File: src/rtl/picosoc_wb_master.sv
// Bridges the PicoRV32 native memory interface onto a single-outstanding Wishbone classic
// initiator. A bus timeout keeps the CPU from hanging, and aborted transfers are logged.
module picosoc_wb_master #(
  parameter int unsigned TIMEOUT_CYCLES = 255,
  parameter logic [31:0] ERR_DATA       = 32'hDEADBEEF
) (
  input  logic        wb_clk_i,
  input  logic        wb_rst_i,
  input  logic        mem_valid,
  input  logic        mem_instr,
  input  logic [31:0] mem_addr,
  input  logic [31:0] mem_wdata,
  input  logic [3:0]  mem_wstrb,
  output logic        mem_ready,
  output logic [31:0] mem_rdata,
  output logic [31:0] wb_adr_o,
  output logic [31:0] wb_dat_o,
  output logic [3:0]  wb_sel_o,
  output logic        wb_we_o,
  output logic        wb_cyc_o,
  output logic        wb_stb_o,
  input  logic [31:0] wb_dat_i,
  input  logic        wb_ack_i,
  input  logic        wb_err_i,
  output logic        err_o,
  output logic [31:0] err_addr_o,
  output logic [7:0]  err_count_o
);

  typedef enum logic [1:0] {S_IDLE, S_BUS, S_RESP} state_t;

  localparam bit          TMO_EN   = (TIMEOUT_CYCLES != 0);
  localparam logic [15:0] TMO_LAST = TMO_EN ? 16'(TIMEOUT_CYCLES - 1) : 16'd0;

  function automatic logic [7:0] sat_inc8(input logic [7:0] v);
    return (v == 8'hFF) ? v : v + 8'd1;
  endfunction

  state_t      r_state;
  state_t      w_state_nxt;
  logic [15:0] r_tmo_cnt;
  logic        r_ready;
  logic [31:0] r_rdata;
  logic [31:0] r_adr;
  logic [31:0] r_dat;
  logic [3:0]  r_sel;
  logic        r_we;
  logic        r_cyc;
  logic        r_err;
  logic [31:0] r_err_addr;
  logic [7:0]  r_err_cnt;

  logic        w_capture;
  logic        w_done;
  logic        w_abort;
  logic        w_tmo_hit;
  logic        w_unused_instr;

  // The fetch qualifier carries no meaning on this bus.
  assign w_unused_instr = mem_instr;
  assign w_tmo_hit      = TMO_EN && (r_tmo_cnt == TMO_LAST);

  always_ff @(posedge wb_clk_i) begin
    if (!wb_rst_i) r_state <= S_IDLE;
    else           r_state <= w_state_nxt;
  end

  always_comb begin
    w_state_nxt = r_state;
    case (r_state)
      S_IDLE:  if (w_capture) w_state_nxt = S_BUS;
      S_BUS:   if (w_done || w_abort) w_state_nxt = S_RESP;
      S_RESP:  w_state_nxt = S_IDLE;
      default: w_state_nxt = S_IDLE;
    endcase
  end

  // Error outranks ack; the timeout is only considered when the slave is silent.
  always_comb begin
    w_capture = 1'b0;
    w_done    = 1'b0;
    w_abort   = 1'b0;
    case (r_state)
      S_IDLE: w_capture = mem_valid && !r_ready;
      S_BUS: begin
        if (wb_err_i)       w_abort = 1'b1;
        else if (wb_ack_i)  w_done  = 1'b1;
        else if (w_tmo_hit) w_abort = 1'b1;
      end
      default: ;
    endcase
  end

  always_ff @(posedge wb_clk_i) begin
    if (!wb_rst_i) begin
      r_tmo_cnt  <= 16'd0;
      r_ready    <= 1'b0;
      r_rdata    <= 32'd0;
      r_adr      <= 32'd0;
      r_dat      <= 32'd0;
      r_sel      <= 4'd0;
      r_we       <= 1'b0;
      r_cyc      <= 1'b0;
      r_err      <= 1'b0;
      r_err_addr <= 32'd0;
      r_err_cnt  <= 8'd0;
    end else begin
      r_ready <= w_done || w_abort;
      r_err   <= w_abort;
      if (w_capture) begin
        r_adr     <= mem_addr;
        r_dat     <= mem_wdata;
        r_we      <= |mem_wstrb;
        r_sel     <= (|mem_wstrb) ? mem_wstrb : 4'hF;
        r_cyc     <= 1'b1;
        r_tmo_cnt <= 16'd0;
      end else if (r_state == S_BUS) begin
        r_tmo_cnt <= r_tmo_cnt + 16'd1;
      end
      if (w_done) begin
        r_rdata <= wb_dat_i;
        r_cyc   <= 1'b0;
        r_we    <= 1'b0;
      end
      if (w_abort) begin
        r_rdata    <= ERR_DATA;
        r_err_addr <= r_adr;
        r_err_cnt  <= sat_inc8(r_err_cnt);
        r_cyc      <= 1'b0;
        r_we       <= 1'b0;
      end
    end
  end

  assign mem_ready   = r_ready;
  assign mem_rdata   = r_rdata;
  assign wb_adr_o    = r_adr;
  assign wb_dat_o    = r_dat;
  assign wb_sel_o    = r_sel;
  assign wb_we_o     = r_we;
  assign wb_cyc_o    = r_cyc;
  assign wb_stb_o    = r_cyc;
  assign err_o       = r_err;
  assign err_addr_o  = r_err_addr;
  assign err_count_o = r_err_cnt;

endmodule

File: config.mk
export PLATFORM = sky130hd
export DESIGN_NAME = picosoc_wb_master
export DESIGN_NICKNAME = d
export VERILOG_FILES = /design/src/rtl/picosoc_wb_master.sv
export SDC_FILE = /design/constraint.sdc
export NUM_CORES = 1
export LEC_CHECK = 0
export BUFFER_PORTS_ARGS = -buffer_cell sky130_fd_sc_hd__buf_2
export CAP_MARGIN = 20
export CORE_ASPECT_RATIO = 1.75
export CORE_MARGIN = 4
export CORE_UTILIZATION = 43
export CTS_CLUSTER_SIZE = 16
export DETAILED_ROUTE_END_ITERATION = 16
export PLACE_DENSITY = 0.8
export RECOVER_POWER = 100
export SYNTH_ARGS = -nofsm -noshare
export SYNTH_HDL_FRONTEND = slang
export SYNTH_SLANG_ARGS = --single-unit
File: constraint.sdc
create_clock -name wb_clk_i -period 1.8 [get_ports wb_clk_i]
set_clock_uncertainty 0.2 [all_clocks]
set_input_delay 0.45 -clock wb_clk_i [delete_from_list [all_inputs] [get_ports wb_clk_i]]
set_output_delay 0.45 -clock wb_clk_i [all_outputs]
set_load 0.02 [all_outputs]
* Yosys cells after proc, flatten, opt, wreduce, memory -nomap -nowiden
Index checks and enable logic that the tools add are counted.
Word-level totals: flip-flop bits (word level) 162, bits in latches 0, memories kept 0, memory bits (read-only) 0, output and inout port bits 145, RAM bits 0, logic and storage cells 47
Cells by class: multiply operators 0, order comparisons 0, multiplexer cells 14, reduce and logical (&&, ||, !) cells 11, div/mod/pow operators 0, shift operators 0, bitwise gates (word level) 2, equal/unequal tests 5, add/sub/neg operators 2
Operators by type and width (number):
- 32-bit two-way mux | 2
- 16-bit by 1-bit adder with 16-bit output (second input constant) | 1
- 16-bit by 8-bit equality test with 1-bit output (second input constant) | 1
- 8-bit by 1-bit adder with 8-bit output (second input constant) | 1
- 8-bit equality test (second input constant) | 1
- 1-bit two-way mux | 8
- 2-bit two-way mux | 2
- 4-bit two-way mux | 1
- 2-bit != test (second input constant) | 2
- 2-bit case mux with 2 select lines | 1
- 2-bit AND reduction | 2
- 2-bit OR reduction | 2
- 4-bit OR reduction | 1
- 3-bit OR reduction | 1
- 2-bit by 1-bit equality test with 1-bit output (second input constant) | 1
- 2-bit zero test | 1
- 1-bit NOT | 2
- 2-bit nonzero test | 1
- 1-bit logical AND | 1
- 1-bit zero test | 1
- 1-bit logical OR | 1

* Longest topological paths before layout
Gate-level depths: netlist of the first run.
depth in word-level cells 8, depth in mapped cells 8

* Least setup slack after synthesis of the first run
No wires, ideal clock.
kind input to register, start in mem_valid, end reg r_adr[0], in the netlist wb_adr_o[0], arrival time 1.625 ns, stages on the path 6, setup time 0.132 ns, path buffers 3, setup slack -0.157 ns, cell sequence or4b_2 > clkbuf_1 > buf_2 > buf_1 > nand2_1 > a21oi_1
Between the ends: longest elaborated chain between the ends 2
RTL lines:
- start: declaration | line 9 | input logic mem_valid,
- 1-bit logical AND | line 84 | S_IDLE: w_capture = mem_valid && !r_ready;
- 1-bit two-way mux | line 83 | case (r_state)
- end signal: assignment | line 111 | r_adr <= mem_addr;
- end: declaration | line 44 | logic [31:0] r_adr;
No other way between the ends. A chain may end at the register's enable or synchronous reset.

* Worst setup path after layout of the first run
start reg r_tmo_cnt[0], end reg r_err_cnt[5], in the netlist err_count_o[5]
Between the ends: longest elaborated chain between the ends 6
RTL lines:
- start: declaration | line 41 | logic [15:0] r_tmo_cnt;
- start signal: assignment | line 118 | r_tmo_cnt <= r_tmo_cnt + 16'd1;
- 16-bit by 8-bit equality test with 1-bit output | line 61 | assign w_tmo_hit = TMO_EN && (r_tmo_cnt == TMO_LAST);
- 1-bit two-way mux | line 88 | else if (w_tmo_hit) w_abort = 1'b1;
- 1-bit two-way mux | line 87 | else if (wb_ack_i) w_done = 1'b1;
- 1-bit two-way mux | line 86 | if (wb_err_i) w_abort = 1'b1;
- 1-bit two-way mux | line 83
- 2-bit AND reduction (no line)
- end signal: assignment | line 128 | r_err_cnt <= sat_inc8(r_err_cnt);
- end: declaration | line 51 | logic [7:0] r_err_cnt;
No other way between the ends.

==> flow_metrics.py, run 1 <==
metrics = {
    "run_status": {
        "status": "finished, violations left",
        "violations": "negative setup slack",
    },
    "setup_path": {
        "critPathArrivalTime_ns": 2.13,
        "cp.required_ns": 1.95,
        "critPathKind": "flip-flop to flip-flop",
        "r2r_cells": 7,
        "crit_path_end_kind": "flip-flop",
        "crit_fanout": 5,
        "worstSetupStartpointType": "flip-flop",
    },
    "placed_design": {
        "pre_cts_ws_ns": -0.3450,
        "dp.cells": 1153,
        "place_congestion": 0.8676,
        "hpwl_um": 12570,
        "numPortBuffers": 249,
        "place_area_mm2": 0.007990,
    },
    "detailed_routing": {
        "via_per_inst": 5.083,
        "drt-total-wl_um": 18680,
        "drt_pass1_iterations": 4,
        "drtIter0Drc": 235,
        "ant_nets": 0,
        "drc": 0,
        "wire_per_inst_um": 15.57,
        "num_vias": 6099,
    },
    "synth": {
        "yosysWarningCount": 0,
        "synth-async-reset-ratio": 0,
        "synth_seq_cells": 162,
        "yosysUniqueCellTypes": 48,
        "ys.flop_type": "dfxtp_1",
        "syn_area_mm2": 0.006121,
        "syn_area_per_cell_um2": 8.443,
        "synthCells": 725,
        "synth_seq_area_share": 0.5298,
        "syn-num-nets": 834,
        "synth_edf_count": 0,
    },
    "power_and_ir_drop": {
        "p_per_area_mw_per_mm2": 1006,
        "peakVddDrop_uv": 587.6,
        "total_power_mw": 8.907,
        "p_leak_nw": 3.461,
    },
    "die": {
        "dieWidth_um": 98.19,
        "initial_utilization": 0.4401,
        "rows": 57,
        "dieHeight_um": 165.8,
        "num_io_pins": 251,
        "die_area_mm2": 0.01628,
        "core_area_mm2": 0.01391,
    },
    "clocking": {
        "cts.path.max_buffers": 2,
        "cts_buffers": 17,
        "cts_root_buf": "clkbuf_16",
        "cts_tree": "done",
        "cts_sinks": 162,
        "clk_pin_slew_ns": 0.07,
        "htree_levels": 4,
        "clkLatencyLatePin_ns": 0.41,
    },
    "timing": {
        "worst_slew_pin_slew_ns": 0.3768,
        "setup_viol": 77,
        "holdWs_ns": 0.06199,
        "drv_slew": 0,
        "slew_headroom": 0.7465,
        "clock.fmax_ghz": 0.5039,
        "min_period_ns": 1.985,
        "final.period_utilization": 1.103,
        "final-hold-violation-count": 0,
        "finalSetupTns_ns": -7.533,
        "rsz0062_at_grt": "yes",
        "fin_ws_ns": -0.1847,
    },
    "global_routing": {
        "grt_use_total": 0.2185,
        "grt_max_degree": 61,
        "antenna_found_initial": 0,
        "grt_pass1_vias": 5932,
        "grt_pass1_wl_um": 29050,
        "grt_overflow": 0,
    },
    "cells_and_area": {
        "layoutNonFillerInstCount": 1200,
        "fin_nets": 1119,
        "n_antenna_cell": 0,
        "area_growth_pct": 44.66,
        "mostFrequentLayoutCell": "nand2_1",
        "mostFrequentLayoutCells": "nand2_1 (271), dfxtp_1 (158), clkbuf_1 (134), buf_2 (105), a21oi_1 (71)",
        "drive_gt1_frac": 0.2581,
        "fin_util": 0.6367,
        "final_cell_area_mm2": 0.008855,
    },
    "hold_path": {
        "min_path_cells": 3,
        "hold_class": "primary input to flip-flop",
    },
    "job": {
        "drv_cap": 0,
    },
}
==> layer usage <==
metal	vias to the layer above	track usage	share of wire
met4	0	0.09929	0.040
met1	2839	0.2322	0.38
li1	2989	-	-
met2	218	0.3985	0.52
met5	-	0	0
met3	53	0.05591	0.062
==> path summary, 6_finish.rpt <==
check / slack, ns / endpoint / from
worst min register to register: 0.25 / wb_dat_o[31] / wb_dat_o[31]
worst max register to register: -0.18 / err_count_o[5] / r_tmo_cnt[0]
worst max-delay path: -0.18 / err_count_o[5] / r_tmo_cnt[0]
worst min-delay path: 0.06 / wb_adr_o[2] / mem_addr[2]
==> final cells by class <==
| cell class | instances | area [um^2] |
|---|---|---|
| inverters | 3 | 11.26 |
| flip-flops and latches | 162 | 3248 |
| clock inverters | 13 | 162.7 |
| repair buffers | 317 | 1887 |
| fillers | 1244 | 5052 |
| clock buffers | 19 | 452.9 |
| multi-input cells | 509 | 2872 |
| well taps | 177 | 221.5 |
==> what timing repair did <==
| item | 4_1_cts | 5_1_grt |
|---|---|---|
| setup buffers | 6 | 4 |
| cloned | 5 | 2 |
| pin swaps | 8 | 7 |
| setup endpoints to repair | 80 | 85 |
| gates resized for setup | 20 | 30 |
| hold buffers | 0 | 0 |
| hold endpoints to repair | 0 | 0 |
==> cell usage after synthesis, types with 2 or more instances <==
library cell,n,area share
a211oi_1,2,0.0025
a21oi_1,81,0.066
a31oi_1,24,0.025
buf_1,3,0.0018
buf_2,12,0.0098
buf_4,4,0.0049
clkbuf_1,32,0.020
dfxtp_1,162,0.53
ha_1,3,0.0061
inv_1,3,0.0018
mux2i_1,37,0.061
nand2_1,271,0.17
nand2b_1,6,0.0061
nand3_1,7,0.0057
nand3b_1,2,0.0025
nand4_1,6,0.0061
nor2_1,14,0.0086
nor3_1,3,0.0025
nor3b_1,2,0.0025
nor4_1,3,0.0031
o21ai_0,6,0.0049
o221a_2,4,0.0074
o41ai_1,2,0.0029
or3_1,3,0.0031
or4_1,2,0.0025
xnor2_1,4,0.0057
xor2_1,6,0.0086
==> cells by family after synthesis <==
group / Yosys count / synth area share
buffers and inverters: 54 / 0.03802
xor gates and xnor gates: 10 / 0.01431
muxes: 37 / 0.06051
adders and majority gates: 3 / 0.006133
AOI/OAI and AO/OA: 125 / 0.1169
DFF: 162 / 0.5298
and+or+nand+nor: 334 / 0.2343
==> critical path, stage by stage, from the launching register on <==
cell and delay [ns]:
dfxtp_2 0.32, inv_2 0.07, ha_4 0.12, nor4b_4 0.20
a41oi_2 0.22, buf_4 0.20, or4_1 0.46, a21oi_1 0.13
==> power by group <==
part / switching [mW] / internal, mW
Sequential: 0.114 / 3.77
Combinational: 0.778 / 0.485
Clock: 1.59 / 2.17
==> registers in the layout, summed over array words and instances (netlist names) <==
name	count
err_o	1
wb_cyc_o	1
err_count_o	8
wb_adr_o	32
err_addr_o	32
wb_sel_o	4
wb_dat_o	32
mem_rdata	32
r_state	2
wb_we_o	1
r_tmo_cnt	16
mem_ready	1
Note: power is estimated with default switching activity, not from simulation.
==> run 2, diff against run 1 <==
CORE_UTILIZATION = 48   (was 43)
PLACE_DENSITY = 0.85   (was 0.8)
clock period = 2.1 ns   (was 1.8 ns; I/O delays follow)
==> run 2 against run 1 <==
The run now ends clean. Die area down 9.8%. Sequential share of layout area up 3.1 points. Via count down 2.4%. Cell area down 7.8%. Clock power down 23%. Sequential cell count unchanged. Sequential power down 14%. Critical endpoint is now r_tmo_cnt[15]. Highest routed layer unchanged.
==> flow_metrics.py, run 2 (synthesis results as in run 1) <==
metrics = {
    "power_and_ir_drop": {
        "p_leak_nw": 3.085,
        "peakVddDrop_uv": 709.9,
        "p_per_area_mw_per_mm2": 882.4,
        "p_switching_mw": 2.041,
        "total_power_mw": 7.203,
        "p_seq_frac": 0.462,
        "p_int_mw": 5.162,
        "p_clk_frac": 0.404,
        "swShare": 0.2834,
        "combinationalPowerShare": 0.135,
    },
    "placed_design": {
        "pre_cts_ws_ns": -0.08757,
        "place_congestion": 0.8583,
        "numPortBuffers": 249,
        "hpwl_um": 12270,
    },
    "global_routing": {
        "antenna_found_initial": 1,
        "grt_most_used_layer": "met2",
        "grt_max_degree": 53,
        "use_met2": 0.3966,
        "met1_usage": 0.2516,
        "grt_use_total": 0.2259,
        "grt_overflow": 0,
        "grt_pass1_wl_um": 26700,
        "grt_pass1_vias": 5619,
        "use_met3": 0.04687,
    },
    "timing": {
        "slew_headroom": 0.7175,
        "setup_viol": 0,
        "fin_ws_ns": 0.08224,
        "final.period_utilization": 0.9608,
        "final-hold-violation-count": 0,
        "finalSetupTns_ns": 0,
        "drv_slew": 0,
        "clock.fmax_ghz": 0.4956,
        "worst_slew_pin_slew_ns": 0.4193,
        "rsz0062_at_grt": "yes",
        "min_period_ns": 2.018,
    },
    "clocking": {
        "post_cts_buffers": 0,
        "cts_buffers": 17,
        "cts_sinks": 162,
        "cts_hold_buf": 0,
        "cts.path.max_buffers": 2,
        "cts_tree": "done",
        "cts_root_buf": "clkbuf_16",
        "htree_levels": 4,
        "clk_pin_slew_ns": 0.07,
        "clkLatencyLatePin_ns": 0.41,
    },
    "die": {
        "initial_utilization": 0.4897,
        "die_area_mm2": 0.01469,
        "core_area_mm2": 0.01250,
        "dieWidth_um": 93.36,
        "num_io_pins": 251,
        "rows": 54,
        "dieHeight_um": 157.4,
    },
    "detailed_routing": {
        "num_vias": 5950,
        "ant_nets": 0,
        "wire_per_inst_um": 14.97,
        "drt-total-wl_um": 17240,
        "drt_pass1_iterations": 5,
        "drtIter0Drc": 299,
        "drc": 0,
        "via_per_inst": 5.165,
    },
    "cells_and_area": {
        "drive_gt1_frac": 0.1933,
        "mostFrequentLayoutCells": "nand2_1 (271), dfxtp_1 (161), clkbuf_1 (142), buf_2 (108), a21oi_1 (80)",
        "fin_nets": 1079,
        "area_growth_pct": 33.36,
        "mostFrequentLayoutCell": "nand2_1",
    },
    "run_status": {
        "status": "finished, final reports clean",
    },
    "hold_path": {
        "hold_class": "primary input to flip-flop",
    },
    "setup_path": {
        "critPathArrivalTime_ns": 2.16,
        "cp.required_ns": 2.24,
        "worstSetupStartpointType": "flip-flop",
        "crit_path_end_kind": "flip-flop",
        "crit_fanout": 6,
        "critPathKind": "flip-flop to flip-flop",
    },
    "job": {
        "drv_cap": 0,
    },
}
run 2: changes by cell type in the layout (fill, tap and decap cells not counted), sizes merged, moves of 2 or more:
cell	previous run	this run
buf	168	136
clkbuf	167	160
bufinv	2	0
clkinvlp	1	3
run 2: worst paths after layout:
path                       from            end  cells past startpoint  slack [ns]
setup / recovery   r_tmo_cnt[1]  r_tmo_cnt[15]                      5        0.08
hold / removal    mem_wdata[16]   wb_dat_o[16]                      3        0.14
setup reg to reg   r_tmo_cnt[1]  r_tmo_cnt[15]                      5        0.08
hold reg to reg    wb_dat_o[31]   wb_dat_o[31]                      2        0.25
run 2: per-layer routing:
metal	vias up	share of wire
li1	2916	-
met1	2733	0.37
met4	0	0.042
met5	-	0
met3	57	0.057
met2	244	0.53
run 2: power groups by stage:
stage | Sequential, mW | Combinational, mW | Clock, mW
2_1_floorplan | 3.57 | 0.388 | 0
3_3_place_gp | 3.38 | 0.991 | 0
3_5_place_dp | 3.39 | 1.01 | 0
4_1_cts | 3.32 | 1.01 | 2.97
5_1_grt | 3.34 | 1.06 | 3.09
6_report | 3.32 | 0.969 | 2.91
run 2: repair_timing:
action,CTS,global route
gates resized for setup,1,10
setup endpoints to repair,31,62
pin swaps,0,2
run 2: area by class of cell:
cell class / count / area (um^2)
well taps: 168 / 210.2
diodes: 1 / 2.502
fillers: 1099 / 4337
flip-flops and latches: 162 / 3244
clock inverters: 13 / 115.1
repair buffers: 277 / 1421
clock buffers: 19 / 442.9
multi-input cells: 509 / 2715
inverters: 3 / 11.26
run 2: critical path, stage by stage (launching register included):
cell and delay (ns):
dfxtp_1 0.35, buf_4 0.13, and4b_4 0.28, or4b_4 0.50
or3_1 0.35, a21oi_1 0.14
run 2: stage by stage:
| stage | cell area (um^2) | instances | hold slack, ns | util |
|---|---|---|---|---|
| CTS | 8288 | 1151 | 0.1191 | 0.6631 |
| detailed placement | 7724 | 1119 | 0.2430 | 0.6179 |
| floorplan | 6121 | 725 | 0.2582 | - |
| global placement | 7724 | 1119 | 0.2381 | 0.6179 |
| finish | 8163 | 1152 | 0.1416 | 0.6531 |
| global route | 8163 | 1152 | 0.1266 | 0.6531 |
==> run 3, diff against run 2 <==
GPL_TIMING_DRIVEN = 0   (was default)
==> run 3 against run 2 <==
The flow now finishes with violations (negative setup slack). Combinational power is 4% higher. Worst hold slack got worse by 0.0079 ns. First-iteration DRC count is 16% higher. Sequential share of layout area is 0.88 points lower. Total power is 1.2% higher. Sequential power about the same. Maximum frequency decreased by 5.7%. Global-route usage up 2.7 points. Count of clock-buffer cells in the layout shrank 1. Via count rose by 4.2%. Cell area increased by 2.5%. Highest routed layer unchanged.
==> flow_metrics.py, run 3 (synthesis results as in run 1) <==
metrics = {
    "setup_path": {
        "critical_path.cell_chain": "and4_2, a41oi_2, buf_4, nor2_4, buf_12, buf_6, buf_8, mux2i_1",
        "crit_path_end_kind": "flip-flop",
        "slowest_delay_ns": 0.46,
        "worstSetupStartpointType": "flip-flop",
        "crit_fanout": 5,
        "cp.required_ns": 2.24,
        "crit_path_top_delay_cell": "dfxtp_1",
        "critPathArrivalTime_ns": 2.28,
        "critPathKind": "flip-flop to flip-flop",
    },
    "timing": {
        "rsz0062_at_grt": "yes",
        "drv_slew": 0,
        "final-hold-violation-count": 0,
        "worst_slew_pin_slew_ns": 0.8139,
        "fin_ws_ns": -0.03988,
        "finalSetupTns_ns": -0.08969,
        "setup_viol": 6,
        "min_period_ns": 2.140,
        "final.period_utilization": 1.019,
        "slew_headroom": 0.4503,
        "clock.fmax_ghz": 0.4673,
    },
    "die": {
        "initial_utilization": 0.4897,
        "dieHeight_um": 157.4,
        "rows": 54,
        "die_area_mm2": 0.01469,
        "num_io_pins": 251,
        "core_area_mm2": 0.01250,
        "dieWidth_um": 93.36,
    },
    "global_routing": {
        "antenna_found_initial": 1,
        "grt_overflow": 0,
        "grt_max_degree": 17,
        "grt_use_total": 0.2534,
        "use_met3": 0.05500,
        "use_met2": 0.4631,
        "grt_pass1_vias": 6097,
        "met1_usage": 0.2706,
        "grt_pass1_wl_um": 29750,
        "grt_most_used_layer": "met2",
    },
    "clocking": {
        "cts_root_buf": "clkbuf_16",
        "cts_sinks": 162,
        "clkLatencyLatePin_ns": 0.41,
        "cts_buffers": 17,
        "cts_hold_buf": 0,
        "htree_levels": 4,
        "cts.path.max_buffers": 2,
        "cts_tree": "done",
        "clk_pin_slew_ns": 0.07,
    },
    "run_status": {
        "status": "finished, violations left",
        "violations": "negative setup slack",
    },
    "hold_path": {
        "hold_class": "primary input to flip-flop",
    },
    "power_and_ir_drop": {
        "p_seq_frac": 0.457,
        "p_leak_nw": 3.167,
        "p_switching_mw": 2.127,
        "p_per_area_mw_per_mm2": 871.5,
        "swShare": 0.2916,
        "p_clk_frac": 0.404,
        "p_int_mw": 5.166,
        "peakVddDrop_uv": 810.2,
        "combinationalPowerShare": 0.138,
    },
    "cells_and_area": {
        "mostFrequentLayoutCells": "nand2_1 (271), clkbuf_1 (172), dfxtp_1 (155), buf_2 (111), a21oi_1 (81)",
        "drive_gt1_frac": 0.2061,
        "area_growth_pct": 36.71,
        "fin_nets": 1120,
        "mostFrequentLayoutCell": "nand2_1",
    },
    "detailed_routing": {
        "drc": 0,
        "num_vias": 6201,
        "ant_nets": 0,
        "drt-total-wl_um": 19320,
        "wire_per_inst_um": 16.19,
        "drtIter0Drc": 348,
        "drt_pass1_iterations": 5,
        "via_per_inst": 5.198,
    },
    "placed_design": {
        "numPortBuffers": 249,
        "pre_cts_ws_ns": -0.5530,
        "hpwl_um": 13680,
        "place_congestion": 0.8560,
    },
    "job": {
        "drv_cap": 0,
    },
}
run 3: cell count changes in the layout (fill, tap and decap cells not counted), moves of 3 or more:
cell,change
dfxtp_2,+6
buf_2,+3
clkbuf_4,+3
buf_12,-10
buf_8,+4
dfxtp_1,-6
clkbuf_1,+30
clkbuf_2,+5
run 3: per-layer routing:
layer,part of all wire,vias up
met5,0,-
met4,0.048,0
met3,0.054,67
met2,0.53,257
met1,0.37,2874
li1,-,3003
run 3: power by group through the flow:
stage          Combinational [mW]  Sequential [mW]  Clock [mW]
4_1_cts                      1.01             3.33        2.97
6_report                     1.01             3.34        2.95
3_5_place_dp                0.966             3.39           0
3_3_place_gp                0.951             3.39           0
5_1_grt                      1.10             3.35        3.11
2_1_floorplan               0.388             3.57           0
run 3: area by class of cell:
class | count | area, um^2
diodes | 1 | 2.502
plain buffers | 49 | 277.8
clock buffers | 18 | 439.2
clock inverters | 14 | 120.1
fillers | 1067 | 4131
inverters | 3 | 11.26
multi-input cells | 509 | 2785
flip-flops and latches | 162 | 3252
well taps | 168 | 210.2
repair buffers | 269 | 1270
run 3: path summary, 6_finish.rpt:
kind                  from  cells past startpoint  slack, ns              to
max           r_tmo_cnt[4]                      8      -0.04  err_addr_o[27]
min          mem_wdata[20]                      3       0.13    wb_dat_o[20]
max reg2reg   r_tmo_cnt[4]                      8      -0.04  err_addr_o[27]
min reg2reg  mem_rdata[22]                      2       0.26   mem_rdata[22]
run 3: critical path: cells and delay by family (launching register included):
family                 cells  cell delay [ns]
buffers and inverters      4             0.54
DFF                        1             0.46
and+or+nand+nor            2             0.47
AOI/OAI and AO/OA          1             0.20
muxes                      1             0.19
run 3: what timing repair did:
action / in CTS / in global routing
pin swaps: 4 / 8
setup buffers: 9 / 9
gates cloned: 1 / 1
gates resized for setup: 32 / 30
endpoints found under the setup margin: 130 / 137
run 3: per-stage QoR:
stage,power (mW),util,area [um^2],cells,hold WS (ns)
3_5_place_dp,4.358,0.6062,7577,1142,0.2432
5_1_grt,7.563,0.6695,8368,1193,0.1237
6_report,7.293,0.6695,8368,1193,0.1337
4_1_cts,7.315,0.6685,8356,1184,0.1248
2_1_floorplan,3.961,-,6121,725,0.2582
3_3_place_gp,4.338,0.6062,7577,1142,0.2383
